**src/rtl/t_param_bit_walker.sv**
```systemverilog
// t_param_bit_walker
// Walks every bit of the constant vector PATTERN, one bit per cycle, and
// checks each bit against an independent shift-register copy. After each
// walk the number of ones seen is compared against the elaboration-time
// popcount of PATTERN. The walk is repeated PASSES times per start.
//
// Ports:
//   clk      in   clock, all state changes on posedge
//   rst      in   synchronous reset, active-high
//   start    in   one-cycle run request, sampled only in IDLE
//   busy     out  high while walking/checking
//   bit_out  out  PATTERN[LSB+bit_idx] of the bit just walked (registered)
//   bit_idx  out  index of the bit currently presented, relative to LSB
//   ones_cnt out  ones seen so far in the current pass
//   done     out  one-cycle pulse when the run ends
//   pass     out  sticky run result, valid with done and held afterwards
//   err_idx  out  bit_idx of the first mismatch, WIDTH on a popcount
//                 mismatch, all ones when no error was seen
module t_param_bit_walker #(
  parameter int                   WIDTH   = 1,
  parameter int                   LSB     = 0,
  parameter logic [LSB+WIDTH-1:LSB] PATTERN = {WIDTH{1'b0}},
  parameter int                   PASSES  = 1
) (
  input  logic                         clk,
  input  logic                         rst,
  input  logic                         start,
  output logic                         busy,
  output logic                         bit_out,
  output logic [$clog2(WIDTH+1)-1:0]   bit_idx,
  output logic [$clog2(WIDTH+1)-1:0]   ones_cnt,
  output logic                         done,
  output logic                         pass,
  output logic [$clog2(WIDTH+1)-1:0]   err_idx
);

  localparam int IW = $clog2(WIDTH + 1);

  localparam logic [1:0] S_IDLE  = 2'd0;
  localparam logic [1:0] S_WALK  = 2'd1;
  localparam logic [1:0] S_CHECK = 2'd2;
  localparam logic [1:0] S_DONE  = 2'd3;

  localparam logic [IW-1:0]    IDX_NONE  = {IW{1'b1}};
  localparam logic [IW-1:0]    IDX_LAST  = IW'(WIDTH - 1);
  localparam logic [IW-1:0]    IDX_WIDTH = IW'(WIDTH);
  localparam logic [IW-1:0]    POPCNT    = IW'($countones(PATTERN));
  localparam logic [3:0]       PC_LAST   = 4'(PASSES - 1);
  // Zero-based copy of the pattern used only to seed the shift register.
  localparam logic [WIDTH-1:0] PAT_SEED  = PATTERN;

  logic [1:0]       state_q, state_d;
  logic [WIDTH-1:0] sr_q, sr_d;
  logic [3:0]       pc_q, pc_d;
  logic             busy_q, busy_d;
  logic             bit_out_q, bit_out_d;
  logic [IW-1:0]    bit_idx_q, bit_idx_d;
  logic [IW-1:0]    ones_q, ones_d;
  logic             done_q, done_d;
  logic             pass_q, pass_d;
  logic [IW-1:0]    err_q, err_d;
  logic             pat_bit_s;
  logic [IW-1:0]    err_chk_s;

  // Select PATTERN[LSB+bit_idx] with constant-offset bit-selects only, so the
  // select stays legal for a one-bit pattern and any declared low index.
  always_comb begin
    pat_bit_s = 1'b0;
    for (int i = 0; i < WIDTH; i++) begin
      pat_bit_s = pat_bit_s | (PATTERN[LSB+i] & (bit_idx_q == IW'(i)));
    end
  end

  // Next-state and output-register logic of the walk FSM.
  always_comb begin
    state_d   = state_q;
    sr_d      = sr_q;
    pc_d      = pc_q;
    busy_d    = busy_q;
    bit_out_d = bit_out_q;
    bit_idx_d = bit_idx_q;
    ones_d    = ones_q;
    done_d    = 1'b0;
    pass_d    = pass_q;
    err_d     = err_q;
    err_chk_s = err_q;
    case (state_q)
      S_IDLE: begin
        if (start) begin
          state_d   = S_WALK;
          sr_d      = PAT_SEED;
          pc_d      = 4'd0;
          busy_d    = 1'b1;
          bit_idx_d = {IW{1'b0}};
          ones_d    = {IW{1'b0}};
          pass_d    = 1'b0;
          err_d     = IDX_NONE;
        end else begin
          state_d = S_IDLE;
        end
      end
      S_WALK: begin
        bit_out_d = pat_bit_s;
        // Only the first mismatch of a run is recorded.
        if ((pat_bit_s != sr_q[0]) && (err_q == IDX_NONE)) begin
          err_d = bit_idx_q;
        end else begin
          err_d = err_q;
        end
        sr_d   = sr_q >> 1;
        ones_d = ones_q + IW'(pat_bit_s);
        if (bit_idx_q == IDX_LAST) begin
          state_d = S_CHECK;
        end else begin
          state_d   = S_WALK;
          bit_idx_d = bit_idx_q + IW'(1);
        end
      end
      S_CHECK: begin
        if ((ones_q != POPCNT) && (err_q == IDX_NONE)) begin
          err_chk_s = IDX_WIDTH;
        end else begin
          err_chk_s = err_q;
        end
        err_d = err_chk_s;
        if (pc_q < PC_LAST) begin
          state_d   = S_WALK;
          pc_d      = pc_q + 4'd1;
          sr_d      = PAT_SEED;
          bit_idx_d = {IW{1'b0}};
          ones_d    = {IW{1'b0}};
        end else begin
          state_d = S_DONE;
          done_d  = 1'b1;
          busy_d  = 1'b0;
          pass_d  = (err_chk_s == IDX_NONE);
        end
      end
      S_DONE: begin
        state_d = S_IDLE;
      end
      default: begin
        state_d = S_IDLE;
      end
    endcase
  end

  // State registers with synchronous reset.
  always_ff @(posedge clk) begin
    if (rst) begin
      state_q   <= S_IDLE;
      sr_q      <= PAT_SEED;
      pc_q      <= 4'd0;
      busy_q    <= 1'b0;
      bit_out_q <= 1'b0;
      bit_idx_q <= {IW{1'b0}};
      ones_q    <= {IW{1'b0}};
      done_q    <= 1'b0;
      pass_q    <= 1'b0;
      err_q     <= IDX_NONE;
    end else begin
      state_q   <= state_d;
      sr_q      <= sr_d;
      pc_q      <= pc_d;
      busy_q    <= busy_d;
      bit_out_q <= bit_out_d;
      bit_idx_q <= bit_idx_d;
      ones_q    <= ones_d;
      done_q    <= done_d;
      pass_q    <= pass_d;
      err_q     <= err_d;
    end
  end

  assign busy     = busy_q;
  assign bit_out  = bit_out_q;
  assign bit_idx  = bit_idx_q;
  assign ones_cnt = ones_q;
  assign done     = done_q;
  assign pass     = pass_q;
  assign err_idx  = err_q;

endmodule

```
**config.mk**
```make
export PLATFORM = sky130hd
export DESIGN_NAME = t_param_bit_walker
export DESIGN_NICKNAME = d
export VERILOG_FILES = /design/src/rtl/t_param_bit_walker.sv
export SDC_FILE = /design/constraint.sdc
export NUM_CORES = 1
export LEC_CHECK = 0
export ABC_AREA = 1
export CAP_MARGIN = 30
export CORE_AREA = 2 2 39 41
export DETAILED_ROUTE_END_ITERATION = 8
export DIE_AREA = 0 0 41 43
export PLACE_DENSITY_LB_ADDON = 0.05
export SKIP_CTS_REPAIR_TIMING = 1
export SLEW_MARGIN = 10
export SYNTH_ARGS = -nofsm -noshare
export SYNTH_HDL_FRONTEND = slang
export SYNTH_SLANG_ARGS = --single-unit
```
**constraint.sdc**
```tcl
create_clock -name clk -period 2.15 [get_ports clk]
set_clock_uncertainty 0.1 [all_clocks]
set_input_delay 0.43 -clock clk [delete_from_list [all_inputs] [get_ports clk]]
set_output_delay 0.43 -clock clk [all_outputs]
set_load 0.01 [all_outputs]
```
# ---- Word-level counts from Yosys, hierarchy flattened
# Cells that the tools add are included.
dict set report op_classes {
  muxes 22
  reduce_logical 10
  bitwise_logic 1
  eq_ne 7
  order_cmp 1
  add_sub_neg 2
}
# cell count
set op_table {}
lappend op_table {{3-bit AND reduction} 4}
lappend op_table {{1-bit 2-to-1 mux} 10}
lappend op_table {{1-bit one-hot mux with 3 select lines} 3}
lappend op_table {{4-bit 2-to-1 mux} 2}
lappend op_table {{2-bit inequality test (second input constant)} 4}
lappend op_table {{2-bit one-hot mux with 4 select lines} 1}
lappend op_table {{4-bit one-hot mux with 2 select lines} 1}
lappend op_table {{1-bit one-hot mux with 2 select lines} 3}
lappend op_table {{4-bit by 1-bit adder with 4-bit output (second input constant)} 1}
lappend op_table {{2-bit == test (second input constant)} 2}
lappend op_table {{4-bit by 1-bit < comparator with 1-bit output (second input constant)} 1}
lappend op_table {{2-bit 2-to-1 mux} 2}
lappend op_table {{3-bit nonzero test} 1}
lappend op_table {{2-bit by 1-bit == test with 1-bit output (second input constant)} 1}
lappend op_table {{1-bit logical AND} 2}
lappend op_table {{2-bit zero test} 1}
lappend op_table {{2-bit nonzero test} 1}
lappend op_table {{2-bit OR reduction} 1}
lappend op_table {{1-bit adder (second input constant)} 1}
lappend op_table {{1-bit inverter} 1}
dict set report totals {
  out_inout_bits 7
  input_bits 3
  ff_bits 13
  elab_cells 52
}

# ---- Longest topological paths before layout
dict set report logic_depth {
  depth_word 4
  ltp_mapped 6
  depth_no_buf 6
}

# ---- Worst setup path after synthesis
# No wires, ideal clock.
dict set report synth_timing {
  path_type {reg2reg}
  startpoint {reg state_q[0]}
  endpoint {reg pass_q (netlist: pass)}
  required_time_ns 1.984
  arrival_ns 0.920
  period_less_slack_ns 1.086
  path_stages_with_launch 6
  setup_ns 0.066
  setup_slack_ns 1.064
  cell_sequence {dfxtp_1 -> inv_1 -> ha_1 -> nand2_1 -> nand3_1 -> a21oi_2}
}
dict set report synth_between {
  elab_chain_cells 3
}
# item line_no
set synth_lines {}
lappend synth_lines {{from (decl)} 52} ;# logic [1:0] state_q, state_d;
lappend synth_lines {{from (signal assigned)} 162} ;# state_q <= state_d;
lappend synth_lines {{2-bit == test / 2-bit zero test (equally long branches)} 87} ;# case (state_q)
lappend synth_lines {{2-bit inequality test (no source line) / 2-bit nonzero test (equally long branches)} -}
lappend synth_lines {{3-bit AND reduction (no source line)} -}
lappend synth_lines {{to (signal assigned)} 170} ;# pass_q <= pass_d;
lappend synth_lines {{to (decl)} 60} ;# logic pass_q, pass_d;
# Several ways; a longest one is shown, not always the timed one.
# A chain may end at the register's enable or synchronous reset.

# ---- Final worst setup path
dict set report layout_timing {
  startpoint {reg err_q (netlist: err_idx)}
  endpoint {out err_idx}
}
# item line_no
set layout_lines {}
lappend layout_lines {{from (decl)} 61} ;# logic [IW-1:0] err_q, err_d;
lappend layout_lines {{from (signal assigned)} 171} ;# err_q <= err_d;
lappend layout_lines {{to (decl)} 34} ;# output logic [$clog2(WIDTH+1)-1:0] err_idx
# No word-level cell between the ends.

==> results.py <==
metrics = {
    "outcome": {
        "status": "finished clean",
    },
    "clocking": {
        "cts_tree": "yes",
        "cts_sinks": 6,
        "root_buffer": "clkbuf_4",
        "clock_latency_ns": 0.24,
        "cts_buffer_depth": 2,
        "htreeDepth": 1,
        "cts_buffers": 3,
        "clkTransAtPathRegs_ns": 0.05,
    },
    "run": {
        "drv_cap": 0,
    },
    "floorplan": {
        "die_h_um": 43,
        "io_pins": 10,
        "core_um2": 1380,
        "start_util_pct": 21.7,
        "rows": 14,
        "fp.dieW_um": 41,
        "die-area_um2": 1760,
    },
    "grt": {
        "grt_max_degree": 7,
        "met3_usage_pct": 4.71,
        "gr-max-usage-layer": "met1",
        "track_usage_pct": 8.65,
        "grt_antenna_before_repair": 0,
        "grt_pass1_vias": 229,
        "grt_util_met2_pct": 10.6,
        "grt_pass1_wl_um": 959,
        "use_met1_pct": 11.0,
        "overflow": 0,
    },
    "worst_setup_path": {
        "crit_chain": "clkdlybuf4s50_1",
        "critPathBufInv": 1,
        "worst_path_max_delay_cell": "clkdlybuf4s50_1",
        "max_stage_delay_ns": 0.55,
        "critPathArrivalTime_ns": 1.13,
        "worstPathRequired_ns": 1.62,
        "worstSetupEndpointType": "primary output",
        "cpLargestDelayFamily": "buffers and inverters",
        "critPathMaxFanout": 3,
        "startpoint_type": "flip-flop",
        "worst-setup-path-type": "flip-flop to primary output",
    },
    "logic_synthesis": {
        "syn_inst": 35,
        "synth.cell_area_um2": 300,
        "ys_types": 14,
        "ys_ff_latch": 6,
        "yosysSeqAreaShare_pct": 40.0,
        "syn_area_per_cell_um2": 8.58,
        "ys_warn_count": 0,
    },
    "place": {
        "dp_slack_ns": 0.702,
        "port_buffers": 6,
        "hpwl_um": 409,
        "gp_congestion": 0.692,
        "dpl-instance-area_um2": 365,
    },
    "timing": {
        "rsz0062_at_grt": "no",
        "setup_viol": 0,
        "setup_tns_ns": 0,
        "finalHoldViolCount": 0,
        "layout_setup_ws_ns": 0.487,
        "fin_crit_sh_pct": 77.4,
        "period_minus_slack_ns": 1.66,
        "drv_slew": 0,
        "max_freq_mhz": 601,
    },
    "layout": {
        "syn2layout_area_growth_pct": 29.2,
        "utilization_pct": 28.0,
        "design_area_um2": 388,
        "antenna_cells": 0,
        "nets": 52,
        "drive_above_1_share_pct": 14.0,
    },
    "power_and_ir_drop": {
        "leakagePower_nw": 0.168,
        "ir_drop_uv": 240,
        "powerDensity_nw_per_um2": 642,
    },
    "routing": {
        "via_count": 242,
        "detail_route.iter0.violations": 2,
        "wirelength_um": 506,
        "ant_nets": 0,
        "route.detailed.drc": 0,
        "viasPerCell": 4.10,
        "drt-wirelength-per-cell_um": 8.58,
        "firstDrtPassIters": 2,
    },
    "min_path": {
        "hold_class": "flip-flop to flip-flop",
    },
}
state kept, by name, summed over array words and instances, names as in the netlist:
register	count
busy	1
err_idx	1
pass	1
done	1
state_q	2
path summary, 6_finish.rpt:
kind                            cells past startpoint      end  slack [ns]       start
worst min register to register                      2     pass        0.37        pass
worst max-delay path                                1  err_idx        0.49     err_idx
worst max register to register                      5     pass        0.97  state_q[0]
worst min-delay path                                2     pass        0.37        pass
logic make-up (layout without fill, tap and decap cells):
logic type               after synthesis  count (layout)  share of synthesized area, %
AND/OR/NAND/NOR                       12              12                          20.4
buffers and inverters                  8              14                          13.8
flip-flops                             6               6                          40.0
adder cells (fa/ha/maj)                4               4                          16.7
AO/OA/AOI/OAI                          4               4                          7.92
other                                  1               3                          1.25
cell usage after synthesis:
cell | instances | share of area [%]
buf_4 | 3 | 7.5
a21oi_1 | 3 | 5.0
conb_1 | 1 | 1.2
nand3_2 | 1 | 3.3
nor3_1 | 1 | 1.7
nor3b_1 | 1 | 2.5
inv_1 | 5 | 6.3
dfxtp_1 | 6 | 40
nand3_1 | 2 | 3.3
nand2_2 | 1 | 2.1
nand2_1 | 3 | 3.7
a21oi_2 | 1 | 2.9
ha_1 | 4 | 17
nor2_1 | 3 | 3.7
layout make-up:
class	instances	area, um2
Multi-Input combinational cell	23	146
Tap cell	16	20.0
Clock buffer	3	22.5
Inverter	5	18.8
Timing Repair Buffer	6	60.1
Fill cell	154	996
Sequential cell	6	120
through the flow:
stage,hold WS (ns),std cells,power (mW)
after floorplan,0.388,37,0.140
after global placement,0.359,56,0.148
after detailed placement,0.366,56,0.149
after CTS,0.372,59,0.252
after global routing,0.391,59,0.268
final,0.366,59,0.249
layer usage:
layer | routed length [um] | vias up
li1 | - | 120
met3 | 37 | 2
met1 | 221 | 112
met2 | 238 | 8
met4 | 9 | 0
met5 | 0 | -
layout by cell type, fill, tap and decap left out:
cell / synthesis / routed
dfxtp_1: 6 / 6
clkdlybuf4s50_1: 0 / 6
inv_1: 5 / 5
ha_1: 4 / 4
nor2_1: 3 / 3
nand2_1: 3 / 3
a21oi_1: 3 / 3
conb_1: 1 / 3
clkbuf_4: 0 / 3
nand3_1: 2 / 2
nor3b_1: 1 / 1
nand2_2: 1 / 1
nand3_2: 1 / 1
a21oi_2: 1 / 1
nor3_1: 1 / 1
report_power, final:
group | internal [mW] | leakage [nW] | switching (mW)
clock | 0.0631 | 0.0138 | 0.0400
sequential | 0.115 | 0.0489 | 0.00236
combinational | 0.0128 | 0.105 | 0.0156
No activity file was read; power rests on OpenSTA's default activity.
